--- config.mk ---
export PLATFORM = sky130hd
export DESIGN_NAME = led_breather
export DESIGN_NICKNAME = d
export VERILOG_FILES = /design/src/rtl/led_breather.sv
export SDC_FILE = /design/constraint.sdc
export NUM_CORES = 1
export LEC_CHECK = 0
export ABC_AREA = 1
export CORE_MARGIN = 2
export CORE_UTILIZATION = 40
export CTS_BUF_LIST = sky130_fd_sc_hd__clkbuf_8 sky130_fd_sc_hd__clkbuf_16
export DETAILED_ROUTE_END_ITERATION = 10
export SETUP_SLACK_MARGIN = 0.02
export SLEW_MARGIN = 10
export SYNTH_ARGS = -nofsm -noshare
export SYNTH_HDL_FRONTEND = slang
export SYNTH_SLANG_ARGS = --single-unit
--- constraint.sdc ---
create_clock -name clk -period 2.4 [get_ports clk]
set_input_delay 0.24 -clock clk [delete_from_list [all_inputs] [get_ports clk]]
set_output_delay 0.24 -clock clk [all_outputs]
set_load 0.005 [all_outputs]
--- src/rtl/led_breather.sv ---
// Two-channel PWM "breathing" LED sequencer: triangle duty ramp with holds at
// full and zero brightness, the second channel running in antiphase.
module led_breather #(
    parameter int PWM_BITS     = 8,
    parameter int STEP_PERIODS = 250,
    parameter int HOLD_PERIODS = 2000
) (
    input  logic       clk,
    input  logic       rst,
    input  logic       en,
    output logic [1:0] led,
    output logic       busy,
    output logic       cycle_done
);

    localparam int STEP_W = (STEP_PERIODS > 1) ? $clog2(STEP_PERIODS) : 1;
    localparam int HOLD_W = (HOLD_PERIODS > 1) ? $clog2(HOLD_PERIODS) : 1;

    localparam logic [PWM_BITS-1:0] MAX       = {PWM_BITS{1'b1}};
    localparam logic [STEP_W-1:0]   STEP_LAST = STEP_W'(STEP_PERIODS - 1);
    localparam logic [HOLD_W-1:0]   HOLD_LAST = HOLD_W'(HOLD_PERIODS - 1);

    typedef enum logic [2:0] {
        IDLE      = 3'd0,
        RAMP_UP   = 3'd1,
        HOLD_HIGH = 3'd2,
        RAMP_DOWN = 3'd3,
        HOLD_LOW  = 3'd4
    } state_t;

    state_t              state;
    state_t              next_state;
    logic [PWM_BITS-1:0] pwm_cnt;
    logic [PWM_BITS-1:0] duty;
    logic [STEP_W-1:0]   step_cnt;
    logic [HOLD_W-1:0]   hold_cnt;

    logic                active;
    logic                in_hold;
    logic                period_end;
    logic                step;
    logic                hold_last;
    logic [1:0]          led_d;
    logic                busy_d;
    logic                cycle_done_d;

    assign active     = (state != IDLE);
    assign in_hold    = (state == HOLD_HIGH) || (state == HOLD_LOW);
    assign period_end = active && (pwm_cnt == MAX);
    assign step       = period_end && (step_cnt == STEP_LAST);
    assign hold_last  = in_hold && period_end && (hold_cnt == HOLD_LAST);

    // State register; the outputs are registered alongside it.
    // NOTE: sequential blocks use non-blocking (<=) so every register samples
    // pre-edge values regardless of statement order.
    always_ff @(posedge clk) begin
        if (rst) begin
            state      <= IDLE;
            led        <= 2'b00;
            busy       <= 1'b0;
            cycle_done <= 1'b0;
        end else begin
            state      <= next_state;
            led        <= led_d;
            busy       <= busy_d;
            cycle_done <= cycle_done_d;
        end
    end

    // NOTE: the default assignment up front keeps this block free of latches
    // even for state encodings the case does not list.
    always_comb begin
        next_state = state;
        case (state)
            IDLE:      if (en) next_state = RAMP_UP;
            RAMP_UP:   if (step && (duty == MAX)) next_state = HOLD_HIGH;
            HOLD_HIGH: if (hold_last) next_state = RAMP_DOWN;
            RAMP_DOWN: if (step && (duty == '0)) next_state = HOLD_LOW;
            HOLD_LOW:  if (hold_last) next_state = en ? RAMP_UP : IDLE;
            default:   next_state = IDLE;
        endcase
    end

    always_comb begin
        led_d[0]     = active && (pwm_cnt < duty);
        led_d[1]     = active && (pwm_cnt < (MAX - duty));
        busy_d       = (next_state != IDLE);
        cycle_done_d = (state == HOLD_LOW) && hold_last;
    end

    // PWM, step and hold counters plus the duty ramp; all parked at 0 in IDLE.
    always_ff @(posedge clk) begin
        if (rst || !active) begin
            pwm_cnt  <= '0;
            step_cnt <= '0;
            hold_cnt <= '0;
            duty     <= '0;
        end else begin
            pwm_cnt <= pwm_cnt + PWM_BITS'(1);

            // Re-align the step divider at the end of each hold so every ramp
            // starts with a full step interval.
            if (step || hold_last) begin
                step_cnt <= '0;
            end else if (period_end) begin
                step_cnt <= step_cnt + STEP_W'(1);
            end

            if (hold_last) begin
                hold_cnt <= '0;
            end else if (in_hold && period_end) begin
                hold_cnt <= hold_cnt + HOLD_W'(1);
            end

            case (state)
                RAMP_UP:   if (step && (duty != MAX)) duty <= duty + PWM_BITS'(1);
                RAMP_DOWN: if (step && (duty != '0))  duty <= duty - PWM_BITS'(1);
                HOLD_HIGH: duty <= MAX;
                default:   duty <= '0;
            endcase
        end
    end

endmodule

-- Word level (Yosys, flattened, before mapping)
Index checks and enable logic that the tools add are counted.
Widths: inputs -> output; s select.
- multiply operators: 0
- bitwise operators: 0
- $lt $le $gt $ge: 2
- shifts and indexed selects: 0
- reductions and logical operators: 23
- equal/unequal tests: 11
- div/mod/pow operators: 0
- multiplexer cells: 10
- add/subtract/negate cells: 6
- operators by type and width (kind ; number):
    $add 8x1->8 const B ; 3
    $eq 8x8->1 const B ; 3
    $pmux 8 s3 ; 1
    $lt 8x8->1 ; 2
    $mux 8 ; 2
    $mux 3 ; 5
    $pmux 3 s5 ; 1
    $add 11x1->11 const B ; 1
    $eq 11x11->1 const B ; 1
    $logic_and 1x1->1 ; 11
    $logic_not 8->1 ; 1
    $ne 8x8->1 const B ; 1
    $reduce_bool 8->1 ; 1
    $sub 8x1->8 const B ; 1
    $sub 8x8->8 const A ; 1
    $eq 3x2->1 const B ; 2
    $reduce_bool 3->1 ; 2
    $ne 2x2->1 const B ; 2
    $reduce_or 2->1 ; 2
    $eq 3x1->1 const B ; 1
    $eq 3x3->1 const B ; 1
    $logic_not 3->1 ; 1
    $logic_or 1x1->1 ; 3
    $reduce_and 2->1 ; 1
    other kinds (2) ; 2
- bits in writable memories: 0
- memories: 0
- bits in read-only memories: 0
- input bits: 3
- register bits after elaboration: 42
- latch bits: 0
- output and inout bits: 4

-- Logic depth before layout (Yosys ltp)
Gate-level depths: netlist of run 1.
- depth after elaboration: 7
- mapped depth: 12
- depth with buffers taken out: 12

-- Least setup slack after synthesis of run 1
Ideal clock, no wire load.
- kind: register to register
- start: register state[2]
- end: register duty[6]
- required time: 2334 ps
- stages on the path, launching flop included: 12
- clock period less this slack: 1845 ps
- path slack: 555 ps
- setup time: 66 ps
- path buffers: 0
- arrival: 1779 ps
- path through: dfxtp_1 > inv_1 > nand2_1 > nor2_4 > ha_1 > a21oi_1 > o21ai_0 > a21oi_1 > nor2_1 > nor2_1 > nand2_1 > a21oi_2
- word-level cells in the longest chain between the ends: 6
- ends and longest elaborated chain (element ; RTL line ; text):
    start: declaration ; 31 ; state_t state;
    start signal: assignment ; 63 ; state <= next_state;
    $reduce_bool 3->1 ; 47 ; assign active = (state != IDLE);
    $logic_and 1x1->1 ; 49 ; assign period_end = active && (pwm_cnt == MAX);
    $logic_and 1x1->1 ; 50 ; assign step = period_end && (step_cnt == STEP_LAST);
    $logic_and 1x1->1, on equally long branches ; 117, 116 ;
    $ne 2x2->1 (no source line) ; -- ;
    $reduce_and 2->1 (no source line) ; -- ;
    end signal: assignment ; 116 ; RAMP_UP: if (step && (duty != MAX)) duty <= duty + PWM_BITS'(1);
    end signal: assignment ; 117 ; RAMP_DOWN: if (step && (duty != '0)) duty <= duty - PWM_BITS'(1);
    end: declaration ; 34 ; logic [PWM_BITS-1:0] duty;
Several ways; a longest one is shown, not always the timed one.
A chain may end at the register's enable or synchronous reset.

-- Worst setup path in the final report of run 1
- start: register state[2]
- end: register duty[4]
The elaborated chain is that of the path after synthesis.

==> results of run 1 <==
## report_power, final
| group | total (mW) | internal, mW | switching, mW |
|---|---|---|---|
| logic | 0.119 | 0.0428 | 0.0761 |
| registers | 0.716 | 0.706 | 0.00996 |
| clock network | 0.574 | 0.312 | 0.262 |
| total | 1.41 | 1.06 | 0.348 |
## logic make-up after synthesis
kind of cell / count (synthesis)
adders and majority gates: 25
buffers and inverters: 58
xor gates and xnor gates: 14
and+or+nand+nor: 196
DFF: 42
AOI/OAI and AO/OA: 56
## stage by stage
step           setup slack, ns  utilization
6_report                 0.273        0.460
5_1_grt                 0.0445        0.460
4_1_cts                  0.237        0.456
3_5_place_dp             0.264        0.440
3_3_place_gp             0.324        0.440
2_1_floorplan            0.555            -
## final cells by class
type / count / area [sq um] / area share
inverters: 55 / 208 / 0.0662
flip-flops and latches: 42 / 841 / 0.268
well taps: 96 / 120 / 0.0383
repair buffers: 11 / 97.6 / 0.0311
clock buffers: 5 / 68.8 / 0.0219
multi-input cells: 291 / 1760 / 0.561
clock inverters: 3 / 43.8 / 0.0139
## state kept, by name (all words and copies together), names as in the netlist
name,count
state,3
led,2
cycle_done,1
hold_cnt,11
busy,1
pwm_cnt,8
duty,8
step_cnt,8
## repair_timing
action                                  in CTS  in global routing
endpoints found under the setup margin       0                  1
setup buffers                                0                  3
hold endpoints to repair                     0                  0
## critical path, cell delays in order, from the launching register on
cell and delay [ns]:
dfxtp_1 0.37, inv_1 0.10, nand2_1 0.27, nor2_4 0.12
buf_4 0.17, fa_1 0.42, nand2_1 0.09, nand2_1 0.05
a21oi_1 0.16, nor2_1 0.06, nor2_1 0.08, nand2_1 0.07
a21oi_2 0.12
## how the worst max path moves through the flow
| stage | start | to | slack, ns | depth (start not counted) |
|---|---|---|---|---|
| after floorplan | state[2]$_SDFF_PP0_ | duty[6]$_SDFFE_PP0P_ | 0.55 | 11 |
| after global placement | state[2]$_SDFF_PP0_ | duty[6]$_SDFFE_PP0P_ | 0.32 | 11 |
| after detailed placement | state[2]$_SDFF_PP0_ | duty[6]$_SDFFE_PP0P_ | 0.26 | 11 |
| after CTS | state[2]$_SDFF_PP0_ | duty[6]$_SDFFE_PP0P_ | 0.24 | 11 |
| after global routing | state[2]$_SDFF_PP0_ | duty[4]$_SDFFE_PP0P_ | 0.04 | 12 |
| final | state[2]$_SDFF_PP0_ | duty[4]$_SDFFE_PP0P_ | 0.27 | 12 |
## per-layer routing
metal	GRT usage	part of all wire	vias to the layer above
met5	0	0	-
met4	0.0455	0.0072	0
met3	0.0311	0.015	4
met2	0.281	0.47	14
met1	0.213	0.51	1102
li1	-	-	1300
## cells in the mapped netlist
cell	number	area (sq um)
nand2_4	5	56.3
a21boi_0	1	7.51
clkbuf_1	1	3.75
a31oi_1	2	12.5
nor3b_1	1	7.51
nor2_4	6	67.6
o21ai_0	10	50.1
buf_6	1	11.3
nand2_2	5	31.3
xnor2_1	6	52.6
buf_2	1	5.00
o21bai_1	1	7.51
inv_2	2	7.51
nand4_1	13	81.3
nor4_1	2	12.5
a21oi_2	6	52.6
nor2_1	49	184
clkinv_1	1	3.75
xor2_1	8	70.1
o211ai_1	1	7.51
nor3_1	6	30.0
o21ai_2	1	8.76
fa_1	1	20.0
nand4_4	1	21.3
dfxtp_1	42	841
nand4_2	1	12.5
nand3_1	18	90.1
or2_0	1	6.26
nand2_1	76	285
nand3_4	1	17.5
o2111ai_1	1	8.76
clkinv_2	1	5.00
ha_1	24	300
nand3_2	4	40.0
o21ai_1	2	10.0
nor2_2	3	18.8
nor3_2	1	10.0
nand3b_1	1	7.51
o31ai_1	1	7.51
or2_2	2	12.5
a21oi_1	29	145
inv_1	51	191
o21a_1	1	7.51
==> flow_summary.ini, run 1 <==
[clocking]
clock-sinks = 42
cts_tree = yes
cts_buffers = 5
cts_hold_buf = 0
clk_latency_ns = 0.29
htree_levels = 2
clock_path_buffers = 2
clock-root-buffer = clkbuf_8
cts_resized = 0
clk_pin_slew_ns = 0.09

[sta]
final.period_utilization = 0.886
setup_viol_count_final = 0
whs_ns = 0.489
fin_skew_ns = 0.00375
tightest_slew_ns = 0.321
hold_violations = 0
period_needed_ns = 2.13
slew_viol_final = 0
rsz0062_at_grt = false
timing.fmax_mhz = 470
relSlewSlack = 0.786
final.setup.tns_ns = 0

[global_route]
grt_first_pass_wirelength_microns = 10100
overflow = 0
grt_max_degree = 15
grt_pass1_vias = 2298
antenna_found_initial = 0
grt_util_all_layers = 0.165

[worst_setup_path]
worst_ep_required_time_ns = 2.64
r2r_end = duty[4]$_SDFFE_PP0P_
cp-end-kind = flip-flop
path_max_fanout = 8
cp-start-kind = flip-flop
r2r_setup_slack_ns = 0.27
criticalPathCategory = flip-flop to flip-flop
worstReg2RegStart = state[2]$_SDFF_PP0_
worstPathArrival_ns = 2.37
ff2ff_path_depth = 12

[layout]
final_cell_mix = nand2_1 (76), inv_1 (51), nor2_1 (49)
area_delta_synth_final_pct = 11.0
final_common_cell = nand2_1
fillCellCount = 734
finalNonFillerCells = 503
drive_gt1_frac = 0.128
postLayoutCellArea_sq_um = 3140
nets = 434
n_antenna_cell = 0

[route]
via_count = 2420
wl_per_cell_microns = 11.6
wl_microns = 5850
first_iter_violations = 99
drc = 0
ant_nets = 0
first_pass_iters = 4
viasPerCell = 4.81

[floorplanning]
start_util = 0.414
num_rows = 30
core_area_sq_um = 6830
die_w_microns = 88.1
die_y_microns = 88.1
die_area_sq_um = 7760
io_pins = 7

[logic_synthesis]
syn_avg_cell_area_sq_um = 7.24
ys_seq_area_frac = 0.297
synth_fa_ha_area_frac = 0.113
ys_types = 43
synth_top_family_by_area = simple AND/OR/NAND/NOR gates
yosys_warnings = 0
synthSimpleGateAreaFrac = 0.351
yosys-mux-area-fraction = 0
netlist_area_sq_um = 2830
netlist_instances = 391
synthXorXnorAreaFrac = 0.0433
synth_nets = 419
synth_compound_area_frac = 0.115
synth-seq-cells = 42

[place]
port_buffers = 6
place_inst = 492
dpl-instance-area_sq_um = 3000
gp_congestion = 0.812
dp_hpwl_microns = 4560

[worst_hold_path]
min-delay-start = hold_cnt[8]$_SDFFE_PP0P_
whs_path_depth = 2
hold_path_class = flip-flop to flip-flop
holdPathEnd = hold_cnt[8]$_SDFFE_PP0P_

[power_and_ir_drop]
leakage_nw = 1.22
vdd_drop_max_v = 0.000201
fin_total_pwr_mw = 1.41
pwr_density_cell_nw_per_um2 = 449

[flow_run]
max_cap_viol_count = 0

[outcome]
status = completed
Note: power is estimated with default switching activity, not from simulation.
==> run 2: changes to the inputs <==
==> constraint.sdc (replaced) <==
create_clock -name clk -period 2.4 [get_ports clk]
set_input_delay 0.24 -clock clk [delete_from_list [all_inputs] [get_ports clk]]
set_output_delay 0.24 -clock clk [all_outputs]
set_load 0.02 [all_outputs]
==> results of run 2 <==
Same layout as run 1 (identical final DEF). Status: completed.
